===== src/rtl/mmu_rsp_fifo_pkg.sv =====
// Shared widths for the MMU response path and the response word packing.
// Latency: none (constants only).
// Backpressure: n/a.
package mmu_rsp_fifo_pkg;

    localparam int FIFO_PTR_WIDTH     = 4;
    localparam int REQ_ID_WIDTH       = 8;
    localparam int ALL_PAGE_IDX_WIDTH = 10;
    localparam int FAIL_REASON_WIDTH  = 2;

    // Response words pack {fail_reason, fail, [page_idx], id}, MSB to LSB.
    // The free channel carries no page index.
    localparam int RSP_ALLOC_WIDTH = REQ_ID_WIDTH + ALL_PAGE_IDX_WIDTH + FAIL_REASON_WIDTH + 1;
    localparam int RSP_FREE_WIDTH  = REQ_ID_WIDTH + FAIL_REASON_WIDTH + 1;

endpackage : mmu_rsp_fifo_pkg


===== src/rtl/mmu_rsp_fifo_mem.sv =====
// DEPTH x DATA_WIDTH register array, one write port, one asynchronous read port.
// Latency: write lands at the clock edge, read is combinational from the array.
// Backpressure: none; the caller decides when to write.
//
// Ports: clk; we/waddr/wdata write port; raddr/rdata read port. No reset:
// contents are only meaningful where the controlling FIFO says so.
module mmu_rsp_fifo_mem #(
    parameter int DATA_WIDTH = 8,
    parameter int DEPTH      = 16,
    parameter int PTR_WIDTH  = 4
) (
    input  logic                  clk,
    input  logic                  we,
    input  logic [PTR_WIDTH-1:0]  waddr,
    input  logic [DATA_WIDTH-1:0] wdata,
    input  logic [PTR_WIDTH-1:0]  raddr,
    output logic [DATA_WIDTH-1:0] rdata
);

    logic [DATA_WIDTH-1:0] mem [DEPTH];

    always_ff @(posedge clk) begin
        if (we) begin
            mem[waddr] <= wdata;
        end
    end

    assign rdata = mem[raddr];

endmodule : mmu_rsp_fifo_mem


===== src/rtl/mmu_rsp_fifo.sv =====
// MMU response FIFO: absorbs arbiter write pulses, presents FWFT valid/ready to host.
// Latency: write-to-valid 1 cycle; flags and data_count follow registered count.
// Backpressure: almost_full at DEPTH-AF_MARGIN entries; writes while full (no pop) are dropped and flag sticky overflow.
//
// Ports: clk, rst (sync, active high); write_en/write_data push side;
// almost_full/full/data_count/overflow status; rsp_valid/rsp_data/rsp_ready host side.
module mmu_rsp_fifo
    import mmu_rsp_fifo_pkg::*;
#(
    parameter int DATA_WIDTH = RSP_ALLOC_WIDTH,
    parameter int DEPTH      = 16,
    parameter int PTR_WIDTH  = FIFO_PTR_WIDTH,
    parameter int AF_MARGIN  = 3
) (
    input  logic                  clk,
    input  logic                  rst,
    input  logic                  write_en,
    input  logic [DATA_WIDTH-1:0] write_data,
    output logic                  almost_full,
    output logic                  full,
    output logic                  rsp_valid,
    output logic [DATA_WIDTH-1:0] rsp_data,
    input  logic                  rsp_ready,
    output logic [PTR_WIDTH:0]    data_count,
    output logic                  overflow
);

    localparam logic [PTR_WIDTH:0] DEPTH_CNT = (PTR_WIDTH + 1)'(DEPTH);
    localparam logic [PTR_WIDTH:0] AF_THRESH = (PTR_WIDTH + 1)'(DEPTH - AF_MARGIN);

    logic [PTR_WIDTH-1:0] wr_ptr;
    logic [PTR_WIDTH-1:0] rd_ptr;
    logic [PTR_WIDTH:0]   count;
    logic                 overflow_q;
    logic                 push;
    logic                 pop;

    // Full/empty come from count alone; the pointers are equal both when
    // empty and when full, so they cannot tell the two apart.
    assign rsp_valid   = (count != '0);
    assign full        = (count == DEPTH_CNT);
    assign almost_full = (count >= AF_THRESH);
    assign data_count  = count;
    assign overflow    = overflow_q;

    assign pop  = rsp_valid && rsp_ready;
    // A pop in the same cycle frees the slot, so a full FIFO still accepts.
    assign push = write_en && (!full || pop);

    always_ff @(posedge clk) begin
        if (rst) begin
            wr_ptr     <= '0;
            rd_ptr     <= '0;
            count      <= '0;
            overflow_q <= 1'b0;
        end else begin
            if (push) begin
                wr_ptr <= wr_ptr + 1'b1;
            end
            if (pop) begin
                rd_ptr <= rd_ptr + 1'b1;
            end
            if (push && !pop) begin
                count <= count + 1'b1;
            end else if (pop && !push) begin
                count <= count - 1'b1;
            end
            if (write_en && !push) begin
                overflow_q <= 1'b1;
            end
        end
    end

    // Writes during reset are suppressed so a dropped word cannot appear later
    // in a slot that the reset just declared empty.
    mmu_rsp_fifo_mem #(
        .DATA_WIDTH (DATA_WIDTH),
        .DEPTH      (DEPTH),
        .PTR_WIDTH  (PTR_WIDTH)
    ) u_mem (
        .clk   (clk),
        .we    (push && !rst),
        .waddr (wr_ptr),
        .wdata (write_data),
        .raddr (rd_ptr),
        .rdata (rsp_data)
    );

endmodule : mmu_rsp_fifo


===== config.mk =====
export PLATFORM = sky130hd
export DESIGN_NAME = mmu_rsp_fifo
export DESIGN_NICKNAME = d
export VERILOG_FILES = /design/src/rtl/mmu_rsp_fifo_pkg.sv /design/src/rtl/mmu_rsp_fifo_mem.sv /design/src/rtl/mmu_rsp_fifo.sv
export SDC_FILE = /design/constraint.sdc
export NUM_CORES = 1
export LEC_CHECK = 0
export ABC_AREA = 0
export CORE_ASPECT_RATIO = 1.1
export CORE_UTILIZATION = 45
export DETAILED_ROUTE_END_ITERATION = 12
export GPL_ROUTABILITY_DRIVEN = 0
export SYNTH_ARGS = -nofsm -noshare
export SYNTH_HDL_FRONTEND = slang
export SYNTH_SLANG_ARGS = --single-unit

===== constraint.sdc =====
create_clock -name clk -period 8.8 [get_ports clk]
set_clock_uncertainty 0.05 [all_clocks]
set_input_delay 1.76 -clock clk [delete_from_list [all_inputs] [get_ports clk]]
set_output_delay 1.76 -clock clk [all_outputs]
set_load 0.02 [all_outputs]

* After elaboration in Yosys (flattened, before gate mapping)
Memories as Yosys holds them, arrays and structs flattened. A register that Yosys moved wholly into a read port is not among the register bits.
Cells that the tools add are included.
** Storage, ports and cells
- Register bits :: 14
- RAM bits :: 336
- Bits of input ports :: 25
- Output and inout port bits :: 30
- Word-level logic and storage cells :: 30
- Memories :: 1
** Cells by class
- $add $sub $neg :: 4
- Order comparisons :: 1
- Equality and inequality tests :: 1
- Muxes and demuxes :: 6
- Reduce and logical (&&, ||, !) cells :: 13
** Memory list
- u_mem.mem :: words 16, bits a word 21, rd ports 1, clocked after Yosys merged registers in 1, write ports 1, RTL line mmu_rsp_fifo_mem.sv:20 : logic [DATA_WIDTH-1:0] mem [DEPTH];
** Operator list (number)
- $mux 5 :: 2
- $add 4x1->4 const B :: 2
- $mux 4 :: 2
- $logic_and 1x1->1 :: 6
- $add 5x1->5 const B :: 1
- $eq 5x5->1 const B :: 1
- $ge 5x4->1 const B :: 1
- $reduce_bool 5->1 :: 1
- $sub 5x1->5 const B :: 1
- $logic_not 1->1 :: 4
- $mux 1 :: 2
- $reduce_bool 2->1 :: 1
- $logic_or 1x1->1 :: 1

* Logic depth before layout (Yosys ltp)
- Depth in word-level cells :: 8
- Mapped depth :: 10
- Gate-level depth less buffers :: 10

* Hierarchy
A second synthesis with hierarchy kept.
** Second synthesis, totals
- Cells, all modules :: 624
- Area, all modules :: 13649.3 µm²
** Modules (own cells, without submodules)
- mmu_rsp_fifo_mem :: instances 1, cells an instance 536, area each 12857.3 µm²
- mmu_rsp_fifo :: instances 1, cells an instance 88, area each 792.0 µm²

* Worst setup path after synthesis
Ideal clock, no wire load.
- Path kind :: input port to flip-flop
- Start point :: input port rsp_ready
- End point :: memory u_mem.mem[3][0] (netlist name), enable pin
- Library setup time :: 0.425 ns
- Arrival :: 3.644 ns
- Setup slack :: 4.680 ns
- Stages :: 3
- Path buffers :: 0
- Path through :: nor3_1 -> or3_1 -> nor3_1
** Between the ends
- Longest elaborated chain between the ends :: 6
** Ends and longest elaborated chain
- start, declared :: RTL line mmu_rsp_fifo.sv:23 : input logic rsp_ready,
- $logic_and 1x1->1 :: RTL line mmu_rsp_fifo.sv:46 : assign pop = rsp_valid && rsp_ready;
- $logic_or 1x1->1 :: RTL line mmu_rsp_fifo.sv:48 : assign push = write_en && (!full || pop);
- $logic_and 1x1->1 :: RTL line mmu_rsp_fifo.sv:48
- $logic_and 1x1->1 :: RTL line mmu_rsp_fifo.sv:82 : .we (push && !rst),
- $mux 1 :: RTL line mmu_rsp_fifo_mem.sv:23 : if (we) begin
- $mux 1 (not written as such) :: RTL line mmu_rsp_fifo_mem.sv:24 : mem[waddr] <= wdata;
- end, declared :: RTL line mmu_rsp_fifo_mem.sv:20
No other way between the ends.

==> results.ini <==
[status]
outcome = finished, final reports clean

[power_and_ir_drop]
p_int_mw = 3.21
p_leak_nw = 4.96
peakVddDrop_mv = 0.194
p_sw_mw = 1.08
power_mw = 4.29
comb_power_share = 0.198
power.density_nw_per_um2 = 272
power.share.switching = 0.251
clkPwrFrac = 0.343
seq_power_share = 0.459

[floorplanning]
die_w_um = 167
io_pins = 55
fp-row-count = 66
core_area_um2 = 29600
initial_core_util = 0.458
die-area_um2 = 30800
die_h_um = 184

[place]
dpl.hpwl_mm = 14.8
post-place-cells = 1057
io_buffer_count = 54

[synthesis]
synth_cells = 638
ys_seq_area_frac = 0.772
avgSynthCellArea_um2 = 21.2
synth_top_family_by_area = multiplexers
netlist_area_um2 = 13500
synth_compound_area_frac = 0.0318
synthMuxAreaShare = 0.141
yosysTopAreaCell = edfxtp_1
yosysWarnings = 0
synth_top_area_share = 0.746
synth_xor_area_frac = 0.00518
ys_ff_latch = 354
synthSimpleGateAreaFrac = 0.0276
synthAdderAreaFrac = 0.0107
synth_cell_types = 33
syn_nets = 674
yosys-top-cells-area = edfxtp_1 75%, mux4_2 14%, dfxtp_1 2.7%

[cts]
cts_tree = built
postCtsSetupRepairBufs = 0
cts_buffers = 35
insertion_delay_ps = 500
cts_hold_buf = 0
htreeDepth = 2
clk_path_buf_depth = 3
cts.sinks = 354
cts_resized = 0
root_buffer = clkbuf_16
cts.clk_slew.worst_paths_ps = 60

[global_route]
grt_use_total = 0.192
grt_start_max_net_pins = 69
overflow = 0
grt_pass1_vias = 6972
grt_antenna_before_repair = 0
grt_pass1_wl_mm = 43.0

[sta]
rsz0062_at_grt = no
max_freq_mhz = 179
fin_hold_ws_ps = 442
finalCritPeriodShare = 0.635
fin_setup_tns_ps = 0
setup_violations = 0
slew_viol_final = 0
period_needed_ps = 5590
finalHoldViolCount = 0
worst_pin_slew_ps = 1050
slew_headroom = 0.303

[critical_path]
worstPathMaxFanout = 46
crit_type = flip-flop to output port
end_kind = output port
critPathRequiredTime_ps = 6990
critPathMaxStageDelay_ps = 880
worst_path_max_delay_cell = dfxtp_4
crit_buf_inv = 2
start_kind = flip-flop
crit_family = buffers and inverters
crit_chain = buf_4 -> mux4_2 -> a22oi_1 -> nand2_1 -> clkdlybuf4s50_1
worst_ep_arrival_time_ps = 3780

[route]
totalWireLength_mm = 28.6
ant_nets = 0
drtIter0Drc = 565
post-route-drc-count = 0
wl_per_cell_um = 25.5
viasPerCell = 5.81
drt_pass1_iterations = 5
via_count = 6499

[cells_and_area]
nets = 756
multi_input_area_um2 = 3000
regArea_um2 = 10500
finalNonFillerCells = 1119
n_fill_cell = 2261
drive_gt1_frac = 0.242
n_antenna_cell = 0
area_delta_synth_final_pct = 16.7

[hold_path]
hold_path.class = flip-flop to flip-flop

[job]
cap_violations = 0

-- registers in the layout (all words and copies together), names as in the netlist, named ones only --
name / count
data_count: 5
wr_ptr: 4
u_mem.mem: 336
overflow: 1
rd_ptr: 4
-- layer usage --
layer  GRT usage  part of all wire
met3      0.0267             0.051
met2       0.322              0.50
met4      0.0536             0.018
met1       0.266              0.43
met5           0                 0
-- cell type report --
cell class / count / area share
clock inverters: 16 / 0.0102
multi-input cells: 247 / 0.190
flip-flops and latches: 354 / 0.662
clock buffers: 46 / 0.0621
inverters: 8 / 0.00190
well taps: 374 / 0.0296
repair buffers: 74 / 0.0438
-- cells by family (layout without fill, tap and decap cells) --
family                     Yosys count  in the layout
buffers and inverters               37            144
AOI/OAI and AO/OA                   58             58
and+or+nand+nor                     84             84
adders and majority gates           11             11
DFF                                354            354
xor gates and xnor gates             8              8
muxes                               86             86
-- worst reg2reg max path, cell delays in order, from the launching register on --
cell	delay (ps)
dfxtp_1	380
or4_4	620
o31ai_4	290
inv_1	90
ha_1	250
inv_1	170
ha_1	300
a21oi_1	210
a211oi_1	100
a31oi_1	190
mux2_2	350
-- cells in the final DEF, fill, tap and decap left out, types with 3 or more instances in the layout --
master and instances:
clkinv_2 6, a21oi_1 6, clkbuf_16 37, clkdlybuf4s50_1 54
nand3_1 6, a22oi_1 42, xnor2_1 4, dfxtp_1 16
nand3b_1 4, inv_1 8, xor2_1 4, bufinv_16 3
mux4_2 84, buf_4 20, clkbuf_1 7, edfxtp_1 336
nor2_1 17, nor2_2 13, ha_1 10, nor3_2 4
clkinv_1 4, nand2_1 30
-- synth_stat cells --
| cell type | count |
|---|---|
| nand3_1 | 6 |
| a31oi_1 | 2 |
| nand3b_1 | 4 |
| xnor2_1 | 4 |
| and2_1 | 1 |
| edfxtp_1 | 336 |
| or4_4 | 1 |
| mux2i_1 | 1 |
| inv_1 | 8 |
| o31ai_4 | 1 |
| nor2b_1 | 4 |
| nand2_1 | 30 |
| nor3_1 | 5 |
| or4_1 | 1 |
| clkbuf_1 | 18 |
| or3_1 | 1 |
| a21oi_1 | 6 |
| mux2_2 | 1 |
| o21ai_2 | 1 |
| a211oi_1 | 2 |
| nor2_1 | 30 |
| xor2_1 | 4 |
| dfxtp_1 | 18 |
| nor4_1 | 1 |
| fa_1 | 1 |
| o31ai_1 | 1 |
| buf_2 | 10 |
| o211ai_1 | 2 |
| buf_1 | 1 |
| o21ai_0 | 1 |
| ha_1 | 10 |
| mux4_2 | 84 |
| a22oi_1 | 42 |
-- per-stage QoR --
step / utilization / setup slack (ps) / area, um2
floorplan: - / 4680 / 13500
global placement: 0.495 / 3620 / 14600
detailed placement: 0.495 / 3600 / 14600
CTS: 0.534 / 3060 / 15800
global route: 0.534 / 2890 / 15800
finish: 0.534 / 3210 / 15800
-- power by group through the flow --
stage          Clock [mW]  Sequential (mW)  Combinational, mW
2_1_floorplan           0             1.94              0.648
3_3_place_gp            0             2.00              0.849
3_5_place_dp            0             2.01              0.864
4_1_cts              1.50             1.97              0.867
5_1_grt              1.56             1.98              0.918
6_report             1.47             1.97              0.850
-- worst paths after layout --
kind                 startpoint             to  slack, ps  depth (start not counted)
setup / recovery      flip-flop   rsp_data[18]       3210                          5
hold / removal         overflow       overflow        440                          2
setup reg to reg  data_count[0]  data_count[4]       5700                         10
hold reg to reg        overflow       overflow        440                          2
Power figures use the tool's default switching activity.
